File: config.mk
export PLATFORM = sky130hd
export DESIGN_NAME = dual_pri_drain_flat
export DESIGN_NICKNAME = d
export VERILOG_FILES = /design/src/rtl/dual_pri_drain_pkg.sv /design/src/rtl/dual_pri_drain_if.sv /design/src/rtl/dual_pri_drain_pri_enc_msb.sv /design/src/rtl/dual_pri_drain.sv /design/src/flat_wrapper.sv
export SDC_FILE = /design/constraint.sdc
export NUM_CORES = 1
export LEC_CHECK = 0
export CAP_MARGIN = 30
export CORE_AREA = 4 4 60 62
export CTS_BUF_LIST = sky130_fd_sc_hd__clkbuf_2 sky130_fd_sc_hd__clkbuf_4 sky130_fd_sc_hd__clkbuf_8
export CTS_CLUSTER_DIAMETER = 120
export DETAILED_ROUTE_END_ITERATION = 8
export DIE_AREA = 0 0 64 66
export DONT_BUFFER_PORTS = 1
export PLACE_DENSITY = 0.49
export SYNTH_ARGS = -nofsm -noshare
export SYNTH_HDL_FRONTEND = slang
export SYNTH_SLANG_ARGS = --single-unit
File: constraint.sdc
create_clock -name clk -period 3.04 [get_ports clk]
set_input_delay 0.608 -clock clk [delete_from_list [all_inputs] [get_ports clk]]
set_output_delay 0.608 -clock clk [all_outputs]
set_load 0.01 [all_outputs]
File: src/rtl/dual_pri_drain_pkg.sv
// Shared parameters, state encoding and popcount-threshold helpers for the
// dual-priority drain block.
package dual_pri_pkg;

  localparam int WIDTH = 8;
  localparam int IDX_W = 3;

  typedef enum logic {
    IDLE  = 1'b0,
    DRAIN = 1'b1
  } state_t;

  // Clearing the lowest set bit leaves something only if two or more bits were set.
  function automatic logic ge2(input logic [WIDTH-1:0] v);
    return ((v & (v - WIDTH'(1))) != '0);
  endfunction

  // Clearing the two lowest set bits leaves nothing only if at most two were set.
  function automatic logic le2(input logic [WIDTH-1:0] v);
    logic [WIDTH-1:0] w;
    w = v & (v - WIDTH'(1));
    return ((w & (w - WIDTH'(1))) == '0);
  endfunction

endpackage

File: src/rtl/dual_pri_drain_if.sv
// Request-in / grant-pair-out handshake bundle for dual_pri_drain.
interface dual_pri_drain_if #(
  parameter int WIDTH = 8,
  parameter int IDX_W = 3
);
  logic             in_valid;
  logic             in_ready;
  logic [WIDTH-1:0] in_vec;
  logic             out_valid;
  logic             out_ready;
  logic [IDX_W-1:0] out_first;
  logic [IDX_W-1:0] out_second;
  logic             out_second_vld;
  logic             out_last;
  logic             busy;

  modport master (
    output in_valid, in_vec, out_ready,
    input  in_ready, out_valid, out_first, out_second, out_second_vld, out_last, busy
  );

  modport slave (
    input  in_valid, in_vec, out_ready,
    output in_ready, out_valid, out_first, out_second, out_second_vld, out_last, busy
  );
endinterface

File: src/rtl/dual_pri_drain_pri_enc_msb.sv
// Combinational MSB-first priority encoder: index of the highest set bit.
module pri_enc_msb #(
  parameter int WIDTH = 8,
  parameter int IDX_W = 3
) (
  input  logic [WIDTH-1:0] vec,
  output logic [IDX_W-1:0] idx,
  output logic             any
);

  // Ascending scan so the highest set bit is the last one to win.
  always_comb begin
    idx = '0;
    any = |vec;
    for (int i = 0; i < WIDTH; i++) begin
      idx = vec[i] ? IDX_W'(i) : idx;
    end
  end

endmodule

File: src/rtl/dual_pri_drain.sv
// Holds a multi-hot request vector and drains it two grants per beat,
// highest priority first, with zero-bubble reload on the last beat.
module dual_pri_drain
  import dual_pri_pkg::*;
#(
  parameter int WIDTH = dual_pri_pkg::WIDTH,
  parameter int IDX_W = dual_pri_pkg::IDX_W
) (
  input  logic             clk,
  input  logic             rst_n,
  dual_pri_drain_if.slave  bus
);

  state_t           state_r, state_s;
  logic [WIDTH-1:0] pend_r, pend_s;
  logic [WIDTH-1:0] masked_s;
  logic [IDX_W-1:0] first_s, second_s;
  logic             first_any_s, second_any_s;
  logic             fire_s, last_s;

  pri_enc_msb #(.WIDTH(WIDTH), .IDX_W(IDX_W)) u_enc_first (
    .vec (pend_r),
    .idx (first_s),
    .any (first_any_s)
  );

  assign masked_s = pend_r & ~(WIDTH'(1) << first_s);

  pri_enc_msb #(.WIDTH(WIDTH), .IDX_W(IDX_W)) u_enc_second (
    .vec (masked_s),
    .idx (second_s),
    .any (second_any_s)
  );

  // Outputs come straight from pend_r, so they hold while the consumer stalls.
  assign last_s             = (state_r == DRAIN) && le2(pend_r);
  assign fire_s             = (state_r == DRAIN) && bus.out_ready;
  assign bus.out_valid      = (state_r == DRAIN);
  assign bus.busy           = (state_r == DRAIN);
  assign bus.out_first      = first_any_s ? first_s : '0;
  assign bus.out_second     = second_any_s ? second_s : '0;
  assign bus.out_second_vld = ge2(pend_r);
  assign bus.out_last       = last_s;
  assign bus.in_ready       = (state_r == IDLE) || (fire_s && last_s);

  // Next-state and pending-vector update.
  always_comb begin
    state_s = state_r;
    pend_s  = pend_r;
    case (state_r)
      IDLE: begin
        if (bus.in_valid && (bus.in_vec != '0)) begin
          pend_s  = bus.in_vec;
          state_s = DRAIN;
        end else begin
          pend_s  = '0;
          state_s = IDLE;
        end
      end
      DRAIN: begin
        if (fire_s && last_s) begin
          if (bus.in_valid && (bus.in_vec != '0)) begin
            pend_s  = bus.in_vec;
            state_s = DRAIN;
          end else begin
            pend_s  = '0;
            state_s = IDLE;
          end
        end else if (fire_s) begin
          pend_s  = masked_s & ~(WIDTH'(1) << second_s);
          state_s = DRAIN;
        end else begin
          pend_s  = pend_r;
          state_s = DRAIN;
        end
      end
      default: begin
        pend_s  = '0;
        state_s = IDLE;
      end
    endcase
  end

  // State and pending-vector registers.
  always_ff @(posedge clk or negedge rst_n) begin
    if (!rst_n) begin
      state_r <= IDLE;
      pend_r  <= '0;
    end else begin
      state_r <= state_s;
      pend_r  <= pend_s;
    end
  end

endmodule

File: src/flat_wrapper.sv
// flat-port wrapper written by rule: the top's interface ports become plain ports
module dual_pri_drain_flat import dual_pri_pkg::*;
#(
  parameter int WIDTH = dual_pri_pkg::WIDTH,
  parameter int IDX_W = dual_pri_pkg::IDX_W
)
  (clk, rst_n, bus_in_valid, bus_in_vec, bus_out_ready, bus_in_ready, bus_out_valid, bus_out_first, bus_out_second, bus_out_second_vld, bus_out_last, bus_busy);
  dual_pri_drain_if #(.WIDTH(WIDTH), .IDX_W(IDX_W)) bus_i ();
  input  logic clk;
  input  logic rst_n;
  input wire logic [$bits(bus_i.in_valid)-1:0] bus_in_valid;
  input wire logic [$bits(bus_i.in_vec)-1:0] bus_in_vec;
  input wire logic [$bits(bus_i.out_ready)-1:0] bus_out_ready;
  output wire logic [$bits(bus_i.in_ready)-1:0] bus_in_ready;
  output wire logic [$bits(bus_i.out_valid)-1:0] bus_out_valid;
  output wire logic [$bits(bus_i.out_first)-1:0] bus_out_first;
  output wire logic [$bits(bus_i.out_second)-1:0] bus_out_second;
  output wire logic [$bits(bus_i.out_second_vld)-1:0] bus_out_second_vld;
  output wire logic [$bits(bus_i.out_last)-1:0] bus_out_last;
  output wire logic [$bits(bus_i.busy)-1:0] bus_busy;
  assign bus_i.in_valid = bus_in_valid;
  assign bus_i.in_vec = bus_in_vec;
  assign bus_i.out_ready = bus_out_ready;
  assign bus_in_ready = bus_i.in_ready;
  assign bus_out_valid = bus_i.out_valid;
  assign bus_out_first = bus_i.out_first;
  assign bus_out_second = bus_i.out_second;
  assign bus_out_second_vld = bus_i.out_second_vld;
  assign bus_out_last = bus_i.out_last;
  assign bus_busy = bus_i.busy;
  dual_pri_drain #(.WIDTH(WIDTH), .IDX_W(IDX_W)) u_core (.clk(clk), .rst_n(rst_n), .bus(bus_i));
endmodule
==> impl_metrics.json, run 1 <==
{
  "status": "complete, no violations",
  "start_kind": "flop",
  "startpoint": "u_core.pend_r[4]",
  "grt_pass1_vias": 793,
  "hold_violations": 0,
  "clock.fmax_mhz": 347.9,
  "cts_buffers": 3,
  "dpl.hpwl_um": 1749,
  "num_vias": 805,
  "cp_slowest_cell": "dfrtp_1",
  "final_nets": 115,
  "min_period_ns": 2.875,
  "seq_area_frac_synth_pct": 25.42,
  "root_buffer": "clkbuf_4",
  "hold_path.class": "in -> async",
  "worstPathRequired_ns": 2.43,
  "critPathKind": "reg -> out",
  "setup_ws_ns": 0.1652,
  "min_period_over_period_pct": 94.56,
  "std_cell_rows": 20,
  "ir_drop_mv": 0.4613,
  "synth_top_area_share_pct": 25.42,
  "synthCells": 108,
  "cts_hold_buf": 0,
  "leakage_nw": 0.3803,
  "path_cells": "maj3_1 > o21ai_2 > a32oi_2 > o41a_1 > inv_1",
  "place_congestion": 0.7934,
  "fill_cells": 317,
  "cts_tree": "built",
  "synth_seq_cells": 9,
  "start_util_pct": 29.26,
  "grt_max_degree": 18,
  "cts_buffer_depth": 2,
  "synth_area_leader_cell": "dfrtp_1",
  "port_buffers": 0,
  "layout_common_cells": "nand2_1, dfrtp_1, nor2_1, a21oi_1, inv_1",
  "finClkSkew_ns": 0.006070,
  "syn_area_um2": 885.9,
  "final_common_cell": "nand2_1",
  "cap_violations": 0,
  "endpoint_kind": "output pin",
  "worstPathArrival_ns": 2.27,
  "dr.first_iter.drc_count": 15,
  "drive_gt1_share_pct": 15.69,
  "routed_wl_um": 2366,
  "dp.cells": 142,
  "die-height_um": 66,
  "insertion_delay_ns": 0.27,
  "ff2ff_path_depth": 5,
  "r2r-start": "u_core.pend_r[4]",
  "ant_nets": 0,
  "critPathMaxFanout": 17,
  "numClockSinks": 9,
  "finalSetupViolCount": 0,
  "syn2layout_area_growth_pct": 5.791,
  "dr.pass1.iters": 2,
  "synth_area_leaders": "dfrtp_1, nand2_1, maj3_1, clkbuf_1, o41ai_4",
  "rsz0062_at_grt": "false",
  "htreeDepth": 1,
  "antenna_found_initial": 0,
  "powerDensity_nw_per_um2": 1216,
  "grt_pass1_wl_um": 3960,
  "ys_warn_count": 0,
  "core_um2": 3028,
  "syn_nets": 120,
  "drc": 0,
  "avgSynthCellArea_um2": 8.202,
  "synth_edf_count": 0,
  "die_w_um": 64,
  "max_stage_delay_ns": 0.58,
  "rrSetupSlack_ns": 0.78,
  "overflow": 0,
  "yosysUniqueCellTypes": 46,
  "ios": 23,
  "wl_per_cell_um": 16.21,
  "post-place-ws_ns": 0.3488,
  "via_per_inst": 5.514,
  "grt_usage_pct": 12.13,
  "antenna_cells": 0,
  "setup_tns_ns": 0,
  "ys_async_sr_fraction_pct": 100.0,
  "worst_slew_pin_slew_ns": 0.5625,
  "slew_viol_final": 0,
  "clk_pin_slew_ns": 0.07,
  "die_area_um2": 4224,
  "ys.flop_type": "dfrtp_1",
  "relSlewSlack_pct": 62.50,
  "final_cells": 146,
  "reg2reg_to": "u_core.pend_r[4]"
}
per-layer routing:
layer	wire [um]	vias up	GRT usage, %	share of wire [%]
met5	0	-	0	0
met4	36	0	5.391	1.5
met3	71	5	3.401	3.0
met2	1226	12	20.77	52
met1	1031	393	13.99	44
li1	-	395	-	-
where the power goes:
part           internal [mW]  leakage [nW]  switching, mW  total, mW
Clock                 0.0598        0.0184         0.0485      0.108
Combinational          0.320         0.249          0.379      0.699
Sequential             0.169         0.113          0.163      0.332
Total                  0.549         0.380          0.590       1.14
through the flow:
step / hold slack, ns / total power, mW / instance area, um2 / util (%)
finish: 0.02064 / 1.139 / 937.1 / 30.95
floorplan: 0.3124 / 0.8958 / 885.9 / -
global route: 0.004226 / 1.237 / 937.1 / 30.95
global placement: 0.3127 / 1.022 / 902.1 / 29.79
CTS: 0.01856 / 1.133 / 932.1 / 30.79
detailed placement: 0.3128 / 1.025 / 902.1 / 29.79
what timing repair did:
item,4_1_cts,5_1_grt
setup buffers,0,0
hold endpoints to repair,0,0
endpoints found under the setup margin,0,2
gates resized for setup,0,2
synth_stat cells (2+ instances only):
cell / n
and3_1: 2
dfrtp_1: 9
o22a_1: 2
o21ai_0: 3
nor4_1: 3
a22o_1: 2
o41a_1: 2
clkbuf_1: 8
buf_1: 2
maj3_1: 4
inv_1: 5
nand2_1: 11
a21o_1: 3
nor3_1: 2
o31ai_1: 2
a21oi_1: 5
o31a_1: 2
nor4b_1: 3
nor2b_1: 4
o211ai_1: 2
nor2_1: 7
critical path, delay by kind of cell, from the launching register on:
| family | cells | cell delay [ns] |
|---|---|---|
| adder cells (fa/ha/maj) | 1 | 0.48 |
| flip-flops | 1 | 0.58 |
| buffers and inverters | 1 | 0.12 |
| AO/OA/AOI/OAI | 3 | 0.81 |
area by class of cell:
| type | count | area, um2 | area share (%) |
|---|---|---|---|
| sequential | 9 | 226.5 | 24.17 |
| multi-input combinational | 81 | 584.3 | 62.35 |
| inverter | 5 | 18.77 | 2.003 |
| tap | 44 | 55.05 | 5.874 |
| timing repair buffer | 3 | 22.52 | 2.403 |
| clock buffer | 4 | 30.03 | 3.204 |
sequential cells by signal, summed over array words and instances (netlist names):
| signal | flops |
|---|---|
| u_core.bus.busy | 1 |
| u_core.pend_r | 8 |
cells by family after synthesis:
kind of cell	share of synthesized area [%]
and+or+nand+nor	23.59
AOI/OAI and AO/OA	35.03
buffers and inverters	9.040
DFF	25.42
adders and majority gates	5.791
muxes	1.130
worst max path at each step:
| stage | end | slack [ns] | cells past startpoint |
|---|---|---|---|
| detailed placement | bus_out_second_vld | 0.35 | 4 |
| finish | bus_in_ready | 0.17 | 5 |
| global route | bus_in_ready | 0.03 | 5 |
| floorplan | bus_in_ready | 0.57 | 6 |
| CTS | bus_out_second_vld | 0.06 | 4 |
| global placement | bus_out_second_vld | 0.33 | 4 |
(Power assumes the default switching activity.)
==> run 2: changes to the inputs <==
Settings changed: DONT_BUFFER_PORTS 1 to default, PLACE_DENSITY 0.49 to 0.59.
==> run 2 against run 1 <==
Final cell count rose by 23%. Sequential power fell by 23%. Register-to-register slack barely moved. Worst setup slack got worse by 0.047 ns. Die area did not move. Maximum frequency fell by 1.6%. Via count rose by 20%. Largest cell class unchanged.
==> impl_metrics.json, run 2 (synthesized netlist as in run 1, its figures left out) <==
{
  "slew_viol_final": 0,
  "die_w_um": 64,
  "clock.fmax_mhz": 342.3,
  "dr.first_iter.drc_count": 51,
  "cts_buffers": 3,
  "ir_drop_mv": 0.3388,
  "num_vias": 968,
  "final_nets": 148,
  "fin_hold_ws_ns": 0.5826,
  "clk_pin_slew_ns": 0.06,
  "cts_tree": "built",
  "final_common_cell": "clkdlybuf4s50_1",
  "worstPathRequired_ns": 2.43,
  "ant_nets": 0,
  "path_cells": "buf_4 > or2_2 > nor4b_1 > o21ai_0 > a32oi_1 > clkdlybuf4s50_1",
  "cap_violations": 0,
  "critPathMaxFanout": 10,
  "leakage_nw": 0.5305,
  "grt_usage_pct": 13.04,
  "syn2layout_area_growth_pct": 40.40,
  "core_um2": 3028,
  "dp.cells": 172,
  "hold_path.class": "reg -> reg",
  "reg2reg_to": "u_core.pend_r[4]",
  "hold_start": "u_core.pend_r[6]",
  "worst_slew_pin_slew_ns": 0.4581,
  "die-height_um": 66,
  "cp.buffers_inverters": 2,
  "max_stage_delay_ns": 0.56,
  "port_buffers": 22,
  "status": "complete, no violations",
  "setup_tns_ns": 0,
  "start_util_pct": 29.26,
  "grt_pass1_vias": 906,
  "grt_pass1_wl_um": 4305,
  "min_period_over_period_pct": 96.10,
  "met1Wirelength_um": 1239,
  "r2r-start": "u_core.pend_r[4]",
  "overflow": 0,
  "fill_cells": 317,
  "cp_slowest_cell": "clkdlybuf4s50_1",
  "worst_hold_path.num_cells": 1,
  "critPathKind": "reg -> out",
  "die_area_um2": 4224,
  "worstPathArrival_ns": 2.31,
  "route.met2.wl_um": 1224,
  "htreeDepth": 1,
  "endpoint_kind": "output pin",
  "min_period_ns": 2.921,
  "rrSetupSlack_ns": 0.79,
  "relSlewSlack_pct": 69.36,
  "cts_buffer_depth": 2,
  "ff2ff_path_depth": 7,
  "finClkSkew_ns": 0.004288,
  "layout_common_cells": "clkdlybuf4s50_1, buf_4, nand2_1, dfrtp_1, nor2_1",
  "ios": 23,
  "drive_gt1_share_pct": 21.48,
  "root_buffer": "clkbuf_4",
  "rsz0062_at_grt": "false",
  "post-route-util_pct": 41.07,
  "antenna_cells": 0,
  "place_area_um2": 1182,
  "insertion_delay_ns": 0.26,
  "routed_wl_um": 2649,
  "finalSetupViolCount": 0,
  "hold_end": "u_core.pend_r[6]",
  "via_per_inst": 5.408,
  "dr.pass1.iters": 4,
  "largest_register_ffs": 8,
  "final_cell_area_um2": 1244,
  "drc": 0,
  "top_register": "u_core.pend_r",
  "cts_hold_buf": 0,
  "std_cell_rows": 20,
  "hold_violations": 0,
  "top_layer": "met4",
  "place_congestion": 0.8545,
  "dpl.hpwl_um": 1954,
  "antenna_found_initial": 0,
  "powerDensity_nw_per_um2": 1173,
  "wl_met3_um": 169,
  "start_kind": "flop",
  "wl_per_cell_um": 14.80,
  "crit_family": "buffers and inverters",
  "final_cells": 179,
  "numClockSinks": 9,
  "grt_max_degree": 13
}
-- run 2: layer usage --
metal  up-vias  track usage [%]
met3         2            3.571
met2        40            19.87
met4         0            3.504
met5         -                0
li1        463                -
met1       463            17.94
-- run 2: power breakdown --
group | switching, mW | internal, mW | total, mW
sequential | 0.0839 | 0.173 | 0.256
combinational | 0.524 | 0.579 | 1.10
clock | 0.0405 | 0.0594 | 0.100
total | 0.648 | 0.811 | 1.46
-- run 2: worst max-delay path by stage --
stage / depth (start not counted) / endpoint / slack [ns] / start
final: 6 / bus_out_second[0] / 0.12 / u_core.pend_r[6]
after floorplan: 6 / bus_in_ready / 0.57 / u_core.pend_r[1]
after global placement: 6 / bus_in_ready / 0.16 / u_core.pend_r[2]
after global routing: 6 / bus_out_second[0] / 0.002 / u_core.pend_r[6]
after CTS: 5 / bus_out_second_vld / 0.0004 / u_core.pend_r[4]
after detailed placement: 6 / bus_in_ready / 0.11 / u_core.pend_r[2]
-- run 2: repair_timing --
action                                  4_1_cts  5_1_grt
resized for setup                             5        2
endpoints found under the setup margin        3        1
setup buffers                                 1        2
pin swaps                                     1        0
-- run 2: cell type report --
cell class              instances  area (um2)  share of cell area, %
repair buffers                 36       325.3                  26.16
clock buffers                   4       30.03                  2.414
inverters                       5       18.77                  1.509
multi-input cells              81       586.8                  47.18
flip-flops and latches          9       227.7                  18.31
well taps                      44       55.05                  4.427
-- run 2: through the flow --
step | setup slack, ns | power [mW]
global placement | 0.1611 | 1.316
floorplan | 0.5712 | 0.8958
global route | 0.002153 | 1.579
finish | 0.1187 | 1.459
detailed placement | 0.1087 | 1.322
CTS | 0.0004314 | 1.443
